<file path="config.mk">
export PLATFORM = sky130hd
export DESIGN_NAME = bt_seg_cmd_ctrl
export DESIGN_NICKNAME = d
export VERILOG_FILES = /design/src/rtl/bt_seg_cmd_ctrl_pkg.sv /design/src/rtl/bt_seg_cmd_ctrl_seg7.sv /design/src/rtl/bt_seg_cmd_ctrl.sv
export SDC_FILE = /design/constraint.sdc
export NUM_CORES = 1
export LEC_CHECK = 0
export ABC_AREA = 1
export CAP_MARGIN = 20
export CORE_UTILIZATION = 56
export CTS_CLUSTER_DIAMETER = 30
export CTS_CLUSTER_SIZE = 28
export DETAILED_ROUTE_END_ITERATION = 10
export PLACE_DENSITY_LB_ADDON = 0.05
export SLEW_MARGIN = 30
export SYNTH_ARGS = -nofsm -noshare
export SYNTH_HDL_FRONTEND = slang
export SYNTH_SLANG_ARGS = --single-unit
</file>
<file path="constraint.sdc">
create_clock -name clk -period 2.9 [get_ports clk]
set_input_delay 0.435 -clock clk [delete_from_list [all_inputs] [get_ports clk]]
set_output_delay 0.435 -clock clk [all_outputs]
set_load 0.1 [all_outputs]
</file>
<file path="src/rtl/bt_seg_cmd_ctrl_pkg.sv">
// Shared definitions for the Bluetooth 7-segment command controller:
// ASCII protocol constants, FSM state type, active-low segment patterns
// and the ASCII hex-digit parser.
package bt_seg_cmd_ctrl_pkg;

    localparam logic [7:0] CH_HASH = 8'h23;  // '#': frame start
    localparam logic [7:0] CH_ACK  = 8'h4B;  // 'K': frame accepted
    localparam logic [7:0] CH_ERR  = 8'h45;  // 'E': frame rejected
    localparam logic [7:0] CH_ZERO = 8'h30;  // '0': base of index characters

    typedef enum logic [1:0] {
        ST_IDLE,
        ST_GET_IDX,
        ST_GET_VAL,
        ST_RESP
    } state_t;

    // {g,f,e,d,c,b,a}, active-low; element [n] is the glyph for hex value n
    localparam logic [15:0][6:0] SEG_PAT = {
        7'b0001110,  // F
        7'b0000110,  // E
        7'b0100001,  // d
        7'b1000110,  // C
        7'b0000011,  // b
        7'b0001000,  // A
        7'b0010000,  // 9
        7'b0000000,  // 8
        7'b1111000,  // 7
        7'b0000010,  // 6
        7'b0010010,  // 5
        7'b0011001,  // 4
        7'b0110000,  // 3
        7'b0100100,  // 2
        7'b1111001,  // 1
        7'b1000000   // 0
    };

    // Returns {valid, nibble} for '0'-'9', 'A'-'F', 'a'-'f'.
    // Letters share low bits 1..6 in both cases, so nibble = low bits + 9.
    function automatic logic [4:0] hex_decode(input logic [7:0] c);
        logic [4:0] r;
        r = '0;
        if (c >= 8'h30 && c <= 8'h39)
            r = {1'b1, c[3:0]};
        else if ((c >= 8'h41 && c <= 8'h46) || (c >= 8'h61 && c <= 8'h66))
            r = {1'b1, c[3:0] + 4'd9};
        return r;
    endfunction

endpackage

</file>
<file path="src/rtl/bt_seg_cmd_ctrl_seg7.sv">
// seg7_hex_decoder: combinational 4-bit value to 7-segment pattern.
// Ports:
//   value  in   4  hex value to display
//   seg    out  7  {g,f,e,d,c,b,a}, active-low
module seg7_hex_decoder
    import bt_seg_cmd_ctrl_pkg::*;
(
    input  logic [3:0] value,
    output logic [6:0] seg
);

    always_comb begin
        seg = SEG_PAT[value];
    end

endmodule

</file>
<file path="src/rtl/bt_seg_cmd_ctrl.sv">
// bt_seg_cmd_ctrl: parses '#', index, hex-value frames from the UART receiver,
// writes the digit registers, answers 'K'/'E' on the UART transmit handshake,
// counts frame errors on led and scans the multiplexed 7-segment display.
// Ports:
//   clk, rst_n         clock, asynchronous active-low reset
//   rx_valid, rx_data  one-cycle received-byte strobe and byte
//   tx_ready           transmitter accepts a byte this cycle
//   tx_valid, tx_data  response byte pending / response byte (held while pending)
//   seg                active-low segments {g,f,e,d,c,b,a} of the enabled digit
//   dig_an             active-low digit enables, exactly one low
//   led                saturating frame-error count
module bt_seg_cmd_ctrl
    import bt_seg_cmd_ctrl_pkg::*;
#(
    parameter int unsigned NUM_DIGITS  = 4,
    parameter int unsigned SCAN_DIV    = 16,
    parameter int unsigned TIMEOUT_CYC = 1024
) (
    input  logic                  clk,
    input  logic                  rst_n,
    input  logic                  rx_valid,
    input  logic [7:0]            rx_data,
    input  logic                  tx_ready,
    output logic                  tx_valid,
    output logic [7:0]            tx_data,
    output logic [6:0]            seg,
    output logic [NUM_DIGITS-1:0] dig_an,
    output logic [5:0]            led
);

    localparam int unsigned PW = (NUM_DIGITS > 1) ? $clog2(NUM_DIGITS) : 1;
    localparam int unsigned SW = $clog2(SCAN_DIV + 1);
    localparam int unsigned TW = $clog2(TIMEOUT_CYC + 1);

    state_t          state_q, state_d;
    logic [PW-1:0]   idx_q, idx_d;
    logic [7:0]      tx_data_q, tx_data_d;
    logic [TW-1:0]   tcnt_q, tcnt_d;
    logic [5:0]      led_q;
    logic [3:0]      digit_q [NUM_DIGITS];
    logic            wr_en;
    logic            err_inc;
    logic [4:0]      hex;
    logic            idx_ok;

    logic [SW-1:0]         scnt_q;
    logic [PW-1:0]         ptr_q, ptr_next;
    logic                  scan_wrap;
    logic [6:0]            seg_next;
    logic [6:0]            seg_q;
    logic [NUM_DIGITS-1:0] dig_an_q;

    assign hex    = hex_decode(rx_data);
    assign idx_ok = (rx_data >= CH_ZERO) && (32'(rx_data - CH_ZERO) < NUM_DIGITS);

    // Timeout counter defaults to 0, so it is held at 0 in IDLE/RESP and
    // cleared by every received byte. Leaving on the compare against
    // TIMEOUT_CYC-1 means the frame is dropped on the edge the count
    // would reach TIMEOUT_CYC.
    always_comb begin
        state_d   = state_q;
        idx_d     = idx_q;
        tx_data_d = tx_data_q;
        tcnt_d    = '0;
        wr_en     = 1'b0;
        err_inc   = 1'b0;
        case (state_q)
            ST_IDLE: begin
                if (rx_valid && rx_data == CH_HASH)
                    state_d = ST_GET_IDX;
            end
            ST_GET_IDX: begin
                if (rx_valid) begin
                    if (idx_ok) begin
                        idx_d   = PW'(rx_data - CH_ZERO);
                        state_d = ST_GET_VAL;
                    end else begin
                        tx_data_d = CH_ERR;
                        err_inc   = 1'b1;
                        state_d   = ST_RESP;
                    end
                end else if (tcnt_q == TW'(TIMEOUT_CYC - 1)) begin
                    state_d = ST_IDLE;
                end else begin
                    tcnt_d = tcnt_q + TW'(1);
                end
            end
            ST_GET_VAL: begin
                if (rx_valid) begin
                    if (hex[4]) begin
                        wr_en     = 1'b1;
                        tx_data_d = CH_ACK;
                    end else begin
                        tx_data_d = CH_ERR;
                        err_inc   = 1'b1;
                    end
                    state_d = ST_RESP;
                end else if (tcnt_q == TW'(TIMEOUT_CYC - 1)) begin
                    state_d = ST_IDLE;
                end else begin
                    tcnt_d = tcnt_q + TW'(1);
                end
            end
            ST_RESP: begin
                // bytes arriving while a response is pending are dropped and counted
                if (rx_valid)
                    err_inc = 1'b1;
                if (tx_ready)
                    state_d = ST_IDLE;
            end
            default: state_d = ST_IDLE;
        endcase
    end

    always_ff @(posedge clk or negedge rst_n) begin
        if (!rst_n) begin
            state_q   <= ST_IDLE;
            idx_q     <= '0;
            tx_data_q <= '0;
            tcnt_q    <= '0;
            led_q     <= '0;
        end else begin
            state_q   <= state_d;
            idx_q     <= idx_d;
            tx_data_q <= tx_data_d;
            tcnt_q    <= tcnt_d;
            if (err_inc && led_q != '1)
                led_q <= led_q + 6'd1;
        end
    end

    always_ff @(posedge clk or negedge rst_n) begin
        if (!rst_n) begin
            for (int unsigned i = 0; i < NUM_DIGITS; i++)
                digit_q[i] <= '0;
        end else if (wr_en) begin
            digit_q[idx_q] <= hex[3:0];
        end
    end

    // Scan: the decoder looks at the digit about to be enabled so that seg and
    // dig_an are loaded on the same edge, once per slot.
    assign scan_wrap = (scnt_q == SW'(SCAN_DIV - 1));

    always_comb begin
        ptr_next = ptr_q;
        if (scan_wrap)
            ptr_next = (ptr_q == PW'(NUM_DIGITS - 1)) ? '0 : ptr_q + PW'(1);
    end

    seg7_hex_decoder u_dec (
        .value (digit_q[ptr_next]),
        .seg   (seg_next)
    );

    always_ff @(posedge clk or negedge rst_n) begin
        if (!rst_n) begin
            scnt_q   <= '0;
            ptr_q    <= '0;
            seg_q    <= SEG_PAT[0];
            dig_an_q <= ~NUM_DIGITS'(1);
        end else begin
            scnt_q <= scan_wrap ? '0 : scnt_q + SW'(1);
            if (scan_wrap) begin
                ptr_q    <= ptr_next;
                seg_q    <= seg_next;
                dig_an_q <= ~(NUM_DIGITS'(1) << ptr_next);
            end
        end
    end

    assign tx_valid = (state_q == ST_RESP);
    assign tx_data  = tx_data_q;
    assign seg      = seg_q;
    assign dig_an   = dig_an_q;
    assign led      = led_q;

endmodule

</file>
==> flow_metrics.tcl <==
set metrics [dict create \
    worstSetupStartpointType "flip-flop" \
    power_density_mw_per_mm2 708 \
    cts_made_buffers 9 \
    syn2layout_area_growth_pct 16.0 \
    num_rows 27 \
    path_cells "ha_1, nand4_1, nand2_2, nand2_2, nor2_1, nand2_1, nand2_1, nor2_1, ha_1, inv_1, nand2_1, nand3_1, nand3_1, nand2_1" \
    synth_seq_cells 58 \
    ir_worst_vdd_mv 0.825 \
    critPathArrivalTime_ns 2.81 \
    synthFlopType "dfrtp_1" \
    cp-end-kind "flip-flop" \
    post-dp-hpwl_um 5020 \
    first_pass_iters 4 \
    die_y_um 79.5 \
    period_needed_ns 2.53 \
    max_stage_delay_ns 0.40 \
    dr_total_vias 2768 \
    grt_max_degree 40 \
    n_antenna_cell 0 \
    clock_skew_ns 0.00522 \
    crit_fanout 13 \
    vias_per_cell 5.19 \
    ctsResizeCount 0 \
    globalRouteOverflowTotal 0 \
    fillCellCount 472 \
    cts_num_sinks 58 \
    slowest_stage "dfrtp_1" \
    finalMaxSlewViolations 0 \
    layout_worst_path_cycle_share 0.872 \
    fp.dieW_um 79.5 \
    dieArea_mm2 0.00632 \
    htreeDepth 3 \
    synth_area_mm2 0.00336 \
    synth_area_leader_cell "dfrtp_1" \
    synthTopCellsByArea "dfrtp_1, nand2_1, ha_1" \
    path_class "flip-flop to flip-flop" \
    route.met3.wl_um 244 \
    clk_pin_slew_ns 0.07 \
    cap_violations 0 \
    hold_violations 0 \
    clock_path_buffers 2 \
    dpl-instance-area_mm2 0.00368 \
    worst_path_most_repeated_cell "nand2_1" \
    ys_warn_count 0 \
    gp_congestion 0.897 \
    synth-edff-count 0 \
    setup_viol 0 \
    initial_utilization 0.596 \
    power.leakage_uw 0.00202 \
    drt-met1-wl_um 3300 \
    fmax_mhz 395 \
    ios 38 \
    grt_pass1_vias 2622 \
    root_buffer "clkbuf_8" \
    ant_nets 0 \
    rsz0062_at_grt "false" \
    cts_tree "done" \
    post_cts_buffers 0 \
    globalRouteTotalUtil 0.241 \
    avgSynthCellArea_um2 8.09 \
    synth_cell_types 35 \
    core_mm2 0.00564 \
    grt_pass1_wl_um 11700 \
    cts_hold_buf 0 \
    layout_common_cells "nand2_1, dfrtp_1, inv_1, nand3_1, o21ai_0" \
    design_area_mm2 0.00390 \
    port_buffers 34 \
    worst_slew_pin_slew_ns 0.544 \
    layout_commonest_cell "nand2_1" \
    hold_path_class "primary input to async pin" \
    routed_wl_um 6850 \
    drc 0 \
    drt-initial-drc-count 111 \
    slew_headroom 0.633 \
    antenna_found_initial 0 \
    drive_above_1_share 0.163 \
    clock_latency_ns 0.34 \
    multi_input_area_mm2 0.00166 \
    seq_area_mm2 0.00146 \
    synth_top_cell_area_share 0.402 \
    syn_inst 416 \
    cp.required_ns 3.18 \
    async_reset_ff_frac 1.00 \
    nNetsFinal 488 \
    synth_seq_area_share 0.433 \
    highest_layer "met4" \
    wl_per_cell_um 12.8 \
    outcome "finished, final reports clean" \
    met2_length_um 3180 \
    tns_ns 0 \
]
per-layer routing:
metal / track usage / vias up
li1: - / 1415
met1: 0.315 / 1285
met2: 0.382 / 57
met3: 0.0514 / 11
met4: 0.109 / 0
met5: 0 / -
stage by stage:
step / setup WS [ns] / total power [uW] / std cells / utilization / hold WS (ns)
2_1_floorplan: 0.781 / 1740 / 418 / - / 0.139
3_3_place_gp: 0.345 / 1930 / 518 / 0.653 / 0.395
3_5_place_dp: 0.252 / 1940 / 518 / 0.653 / 0.403
4_1_cts: 0.381 / 2790 / 533 / 0.692 / 0.0363
5_1_grt: 0.118 / 2910 / 533 / 0.692 / 0.0502
6_report: 0.371 / 2760 / 533 / 0.692 / 0.0353
power breakdown:
group          leakage (uW)  switching, uW  internal, uW  total (uW)
combinational       0.00116            723           222         945
clock              0.000110            308           527         835
sequential         0.000754           90.4           894         984
total               0.00202           1120          1640        2760
cell usage after synthesis (3+ instances only):
library cell and number:
dfrtp_1 54, nand2_4 6, nor3_1 4, buf_4 5
nand3_1 42, o21ai_0 35, nand2_1 113, inv_1 43
buf_6 4, nor2_2 4, nor3b_1 3, dfstp_2 4
xnor2_1 3, nand4_1 4, nor2_1 28, a21oi_1 8
xor2_1 5, ha_1 19, nand2_2 10
worst max-delay path: cells and delay by family (launching register included):
| family | cells | cell delay [ns] |
|---|---|---|
| flops | 1 | 0.40 |
| buf+inv | 1 | 0.06 |
| fa+ha+maj | 2 | 0.56 |
| simple gates | 11 | 1.45 |
registers in the layout (all words and copies together), names as in the netlist, 3 cells and up:
| register | flops |
|---|---|
| dig_an | 4 |
| digit_q | 16 |
| led | 6 |
| scnt_q | 5 |
| seg | 7 |
| tcnt_q | 11 |
| tx_data | 3 |
logic make-up (layout without fill, tap and decap cells):
kind of cell / Yosys count / after routing / synth area share
AND/OR/NAND/NOR: 223 / 223 / 0.316
flip-flops: 58 / 58 / 0.433
buffers and inverters: 55 / 98 / 0.0759
AO/OA/AOI/OAI: 52 / 52 / 0.0826
adder cells (fa/ha/maj): 19 / 19 / 0.0707
XOR/XNOR: 8 / 8 / 0.0208
other: 1 / 3 / 0.00111
worst paths after layout:
kind                                 from   endpoint  slack, ns  depth (start not counted)
worst max-delay path            scnt_q[0]     seg[3]       0.37                         14
worst max register to register  scnt_q[0]     seg[3]       0.37                         14
max in group asynchronous           rst_n  dig_an[2]       2.01                          2
min in group clk                scnt_q[0]  scnt_q[0]       0.46                          1
worst min register to register  scnt_q[0]  scnt_q[0]       0.46                          1
worst min-delay path                rst_n  tcnt_q[0]       0.04                          1
final cells by class:
type	count	share of cell area
clock buffer	13	0.0407
clock inverter	2	0.0154
inverter	45	0.0433
multi-input combinational	305	0.425
sequential	58	0.373
tap	72	0.0231
timing repair buffer	38	0.0789
(Power assumes the default switching activity.)
